<file path="config.mk">
export PLATFORM = sky130hd
export DESIGN_NAME = lif_neuron
export DESIGN_NICKNAME = d
export VERILOG_FILES = /design/src/rtl/lif_neuron.sv
export SDC_FILE = /design/constraint.sdc
export NUM_CORES = 1
export LEC_CHECK = 0
export BUFFER_PORTS_ARGS = -buffer_cell sky130_fd_sc_hd__buf_4
export CORE_MARGIN = 2
export CORE_UTILIZATION = 35
export DETAILED_ROUTE_END_ITERATION = 12
export HOLD_SLACK_MARGIN = 0.15
export PLACE_DENSITY_LB_ADDON = 0.3
export SLEW_MARGIN = 30
export SYNTH_ARGS = -nofsm -noshare
export SYNTH_HDL_FRONTEND = slang
export SYNTH_SLANG_ARGS = --single-unit
export TNS_END_PERCENT = 5
</file>
<file path="constraint.sdc">
create_clock -name clock -period 3.1 [get_ports clock]
set_input_delay 0 -clock clock [delete_from_list [all_inputs] [get_ports clock]]
set_output_delay 0 -clock clock [all_outputs]
set_load 0.05 [all_outputs]
</file>
<file path="src/rtl/lif_neuron.sv">
// Leaky integrate-and-fire neuron with saturation and refractory FSM.
// Optional adaptive threshold enabled by defining ADAPTIVE_THRESHOLD_EN.
module lif_neuron #(
    parameter int WIDTH         = 18,
    parameter int LEAK_SHIFT    = 4,
    parameter int THRESHOLD     = 1000,
    parameter int V_RESET       = 0,
    parameter int REFRACT_STEPS = 4,
    parameter int THETA_INC     = 64,
    parameter int THETA_MAX     = 4095
) (
    input  logic             clock,
    input  logic             reset,
    input  logic             step,
    input  logic [WIDTH-1:0] i_syn,
    output logic             spike,
    output logic [WIDTH-1:0] v_mem,
    output logic             refractory,
    output logic [WIDTH-1:0] thr_eff
);

    typedef enum logic {
        S_INT,
        S_REF
    } state_t;

    localparam int XW = WIDTH + 2;
    localparam logic signed [XW-1:0] SAT_MAX = XW'((2 ** (WIDTH - 1)) - 1);
    localparam logic signed [XW-1:0] SAT_MIN = -XW'(2 ** (WIDTH - 1));
    localparam logic [WIDTH-1:0] VRST = WIDTH'(V_RESET);
    localparam logic [WIDTH-1:0] THR  = WIDTH'(THRESHOLD);
    localparam logic [7:0]       RSTEPS = 8'(REFRACT_STEPS);

    state_t           r_state;
    state_t           w_state_nx;
    logic [7:0]       r_cnt;
    logic [7:0]       w_cnt_nx;
    logic [WIDTH-1:0] r_v;
    logic [WIDTH-1:0] w_v_nx;
    logic             r_spike;
    logic             w_spike_nx;

    logic signed [XW-1:0] w_vext;
    logic signed [XW-1:0] w_leak;
    logic signed [XW-1:0] w_isyn;
    logic signed [XW-1:0] w_vsum;
    logic [WIDTH-1:0]     w_vsat;
    logic [WIDTH-1:0]     w_thr;
    logic                 w_fire;

    assign w_vext = {{2{r_v[WIDTH-1]}}, r_v};
    assign w_isyn = {{2{i_syn[WIDTH-1]}}, i_syn};
    assign w_leak = w_vext >>> LEAK_SHIFT;
    assign w_vsum = w_vext - w_leak + w_isyn;

    // Clamp the widened sum back into the signed WIDTH range
    always_comb begin
        w_vsat = w_vsum[WIDTH-1:0];
        if (w_vsum > SAT_MAX) begin
            w_vsat = SAT_MAX[WIDTH-1:0];
        end else if (w_vsum < SAT_MIN) begin
            w_vsat = SAT_MIN[WIDTH-1:0];
        end
    end

    assign w_fire = $signed(w_vsat) >= $signed(w_thr);

`ifdef ADAPTIVE_THRESHOLD_EN
    localparam logic [WIDTH:0] T_INC = (WIDTH+1)'(THETA_INC);
    localparam logic [WIDTH:0] T_MAX = (WIDTH+1)'(THETA_MAX);

    logic [WIDTH-1:0] r_theta;
    logic [WIDTH-1:0] w_theta_nx;
    logic [WIDTH:0]   w_theta_sum;

    assign w_thr       = THR + r_theta;
    assign w_theta_sum = {1'b0, r_theta} + T_INC;

    // Raise theta on a firing step, otherwise let it decay by one per step
    always_comb begin
        w_theta_nx = r_theta;
        if (step) begin
            if (r_state == S_INT && w_fire) begin
                if (w_theta_sum > T_MAX) begin
                    w_theta_nx = T_MAX[WIDTH-1:0];
                end else begin
                    w_theta_nx = w_theta_sum[WIDTH-1:0];
                end
            end else if (r_theta != '0) begin
                w_theta_nx = r_theta - 1'b1;
            end
        end
    end

    // Theta register
    always_ff @(posedge clock or posedge reset) begin
        if (reset) begin
            r_theta <= '0;
        end else begin
            r_theta <= w_theta_nx;
        end
    end
`else
    assign w_thr = THR;
`endif

    // Next-state, membrane and spike logic for the integrate/refract FSM
    always_comb begin
        w_state_nx = r_state;
        w_cnt_nx   = r_cnt;
        w_v_nx     = r_v;
        w_spike_nx = 1'b0;
        if (step) begin
            unique case (r_state)
                S_INT: begin
                    if (w_fire) begin
                        w_spike_nx = 1'b1;
                        w_v_nx     = VRST;
                        if (RSTEPS != 8'd0) begin
                            w_state_nx = S_REF;
                            w_cnt_nx   = RSTEPS;
                        end
                    end else begin
                        w_v_nx = w_vsat;
                    end
                end
                S_REF: begin
                    w_v_nx = VRST;
                    if (r_cnt == 8'd1) begin
                        w_state_nx = S_INT;
                        w_cnt_nx   = 8'd0;
                    end else begin
                        w_cnt_nx = r_cnt - 8'd1;
                    end
                end
                default: begin
                    w_state_nx = S_INT;
                    w_cnt_nx   = 8'd0;
                end
            endcase
        end
    end

    // State, counter, potential and spike registers
    always_ff @(posedge clock or posedge reset) begin
        if (reset) begin
            r_state <= S_INT;
            r_cnt   <= 8'd0;
            r_v     <= VRST;
            r_spike <= 1'b0;
        end else begin
            r_state <= w_state_nx;
            r_cnt   <= w_cnt_nx;
            r_v     <= w_v_nx;
            r_spike <= w_spike_nx;
        end
    end

    assign spike      = r_spike;
    assign v_mem      = r_v;
    assign refractory = (r_state == S_REF);
    assign thr_eff    = w_thr;

endmodule

</file>
==> out/metrics.cfg <==
[global_route]
antenna_found_initial=0
grt_pass1_wl_um=16000
grt_max_degree=29
grt_use_total_pct=19.5
first_global_vias=3329
gr-total-overflow=0

[yosys]
ys_warn_count=0
synthTopCellsByArea=dfrtp_1 21%, fa_1 10%, ha_1 9.0%
ys_types=66
synthFlopType=dfrtp_1
ys_seq_area_share_pct=21.1
async_flop_share_pct=100
synth_seq_cells=28
netlist_area_um2=3330
synth_top_cell_area_share_pct=21.1
yosys.area.top_type=dfrtp_1
synth_edf_count=0
synth_cells=395
syn_area_per_cell_um2=8.42

[pwr]
p_total_uw=1500
comb_power_share_pct=58.1
powerDensity_nw_per_um2=298
leakage_uw=0.00239
ir_drop_uv=229
p_clk_share_pct=14.0
swShare_pct=40.7
power_frac_seq_pct=27.9
switching_power_uw=609
internal_power_uw=887

[min_path]
hp-class=primary input to flop

[sta]
slew_headroom_pct=59.1
setup_viol=27
finalCritPeriodShare_pct=113
worst_slew_pin_slew_ns=0.613
rsz0062_at_grt=true
post-route-min-period_ns=3.49
fin_skew_ns=0.00625
hold_viol=0
drv_slew=0
worst_slack_ns=-0.393
fmax_mhz=286

[routing]
num_vias=3281
wl_um=9720
drtAntennaViolNets=0
viasPerCell=4.88
drcViolationCount=0
detail_route.wl_per_cell_um=14.5
dr.pass1.iters=4
drtIter0Drc=146

[setup_path]
slowest_stage=fa_1
arrival_ns=3.69
startpoint_type=flop
cp_max_fo=7
crit_type=flop to flop
endpoint_kind=flop
crit_required_ns=3.30
path_cells=inv_2 > fa_1 > inv_1 > ha_4 > nand4_1 > or4_4 > or2_4 > a21oi_4 > o32ai_4 > nor4_4 > a41oi_4 > clkbuf_16 > o22ai_2
max_stage_delay_ns=0.50

[finish]
instances_no_fill=672
fin_nets=607
final_area_um2=5030
nFillCells=846
syn_to_final_growth_pct=51.1
multiInputGateArea_um2=2560
post-route-util_pct=54.4
drive_gt1_share_pct=47.5
diodes=0
seq_area_um2=723

[floorplan]
ios=59
die_y_um=101
core_um2=9240
dieArea_um2=10300
start_util_pct=36.0
die_w_um=101
rows=35

[placement]
postPlaceCellArea_um2=4520
place_ws_ns=-0.445
dpl.hpwl_um=7560
io_buffers=40
place_inst=648
globalplace.congestion=0.878

[clock_tree]
cts-buffers-inserted=3
cts_tree=built
clockBufferDepth=2
clk_pin_slew_ns=0.10
numClockSinks=28
cts-root-buf=clkbuf_8
htreeDepth=1
clk-insertion-delay-late_ns=0.28

[run_status]
violations=negative setup slack
status=finished with violations

[flow_run]
maxCapViolations=0

==> metal layers <==
| metal | vias to the layer above | track usage, % | part of all wire, % |
|---|---|---|---|
| li1 | 1632 | - | - |
| met1 | 1564 | 26.3 | 46 |
| met2 | 77 | 34.5 | 50 |
| met3 | 8 | 1.79 | 3.1 |
| met4 | 0 | 3.33 | 1.5 |
| met5 | - | 0 | 0 |
==> synthesized netlist by cell type (4+ instances only) <==
cell / instances
fa_1: 17
nand3_1: 14
ha_1: 24
a31oi_1: 9
nor3_1: 10
clkbuf_1: 5
buf_2: 5
o21a_1: 4
buf_4: 19
nand2b_1: 4
inv_1: 76
a211oi_1: 4
o22ai_2: 10
dfrtp_1: 28
nand4_1: 4
o22ai_1: 7
nor2_1: 9
and3_1: 4
a21oi_1: 28
xor2_1: 6
nand2_1: 20
a21o_1: 8
xnor2_1: 9
o21ai_0: 17
==> cell families (layout without fill, tap and decap cells) <==
kind of cell / after synthesis / in the layout / share of synthesized area [%]
other cells: 2 / 18 / 0.226
fa+ha+maj: 41 / 41 / 19.3
xor+xnor: 15 / 15 / 3.95
compound gates: 114 / 114 / 25.8
flops: 28 / 28 / 21.1
simple gates: 86 / 86 / 14.2
buf+inv: 107 / 239 / 14.9
mux: 2 / 2 / 0.639
==> cell usage in the layout, fill, tap and decap left out, types with 3 or more instances in the layout <==
master and n:
inv_2 14, o21ai_0 13, o21a_1 4, a21o_1 8, dfrtp_1 10, buf_4 151
nor2_1 8, o22ai_2 14, xnor2_1 9, ha_4 11, or3_1 3, clkbuf_8 3
buf_6 6, ha_1 11, nand2b_1 3, nand2_1 20, and3_1 3, xor2_1 6
dfrtp_2 18, a21oi_2 4, inv_1 62, conb_1 18, a21oi_1 24, a31oi_1 8
nor3_1 9, nand4_1 4, nand3_1 14, o21ai_1 4, fa_1 16
==> through the flow <==
step	TNS, ns	hold slack, ns
after floorplan	-6.30	0.0642
after CTS	-7.60	0.162
after global placement	-8.58	0.362
after global routing	-13.35	0.187
after detailed placement	-9.43	0.131
final	-9.18	0.168
==> path summary, 6_finish.rpt <==
kind,start,endpoint,slack [ns],cells past startpoint
max in group asynchronous,reset,v_mem[10]$_DFFE_PP0P_,2.31,3
min reg2reg,r_cnt[0]$_DFFE_PP0P_,r_cnt[0]$_DFFE_PP0P_,0.56,1
max,v_mem[11]$_DFFE_PP0P_,v_mem[2]$_DFFE_PP0P_,-0.39,13
min,i_syn[0],v_mem[0]$_DFFE_PP0P_,0.17,4
min in group asynchronous,reset,v_mem[0]$_DFFE_PP0P_,0.35,3
max reg2reg,v_mem[11]$_DFFE_PP0P_,v_mem[2]$_DFFE_PP0P_,-0.39,13
==> flip-flops by register name, indices dropped and copies added, names as in the netlist <==
name	count
r_cnt	8
v_mem	18
refractory	1
spike	1
==> power groups by stage <==
stage	clock (uW)	sequential, uW	combinational, uW
2_1_floorplan	0	417	511
3_3_place_gp	0	423	742
3_5_place_dp	0	424	754
4_1_cts	208	417	831
5_1_grt	224	423	949
6_report	209	418	869
==> area by class of cell <==
class | instances | share of cell area [%]
timing repair buffer | 160 | 25.0
sequential | 28 | 14.4
clock buffer | 3 | 0.821
multi-input combinational | 276 | 50.9
tap | 129 | 3.21
inverter | 76 | 5.67
==> timing repair <==
| action | 4_1_cts | 5_1_grt |
|---|---|---|
| cloned | 1 | 0 |
| gates resized for setup | 31 | 21 |
| endpoints found under the hold margin | 28 | 0 |
| hold buffers | 1 | 0 |
| pin swaps | 32 | 18 |
| setup buffers | 13 | 6 |
| endpoints found under the setup margin | 27 | 27 |
==> worst max-delay path: cells and delay by family (launching register included) <==
kind	cells	cell delay (ns)
and+or+nand+nor	4	1.26
DFF	1	0.44
adders and majority gates	2	0.79
AOI/OAI and AO/OA	4	0.59
buffers and inverters	3	0.34
Note: power is estimated with default switching activity, not from simulation.
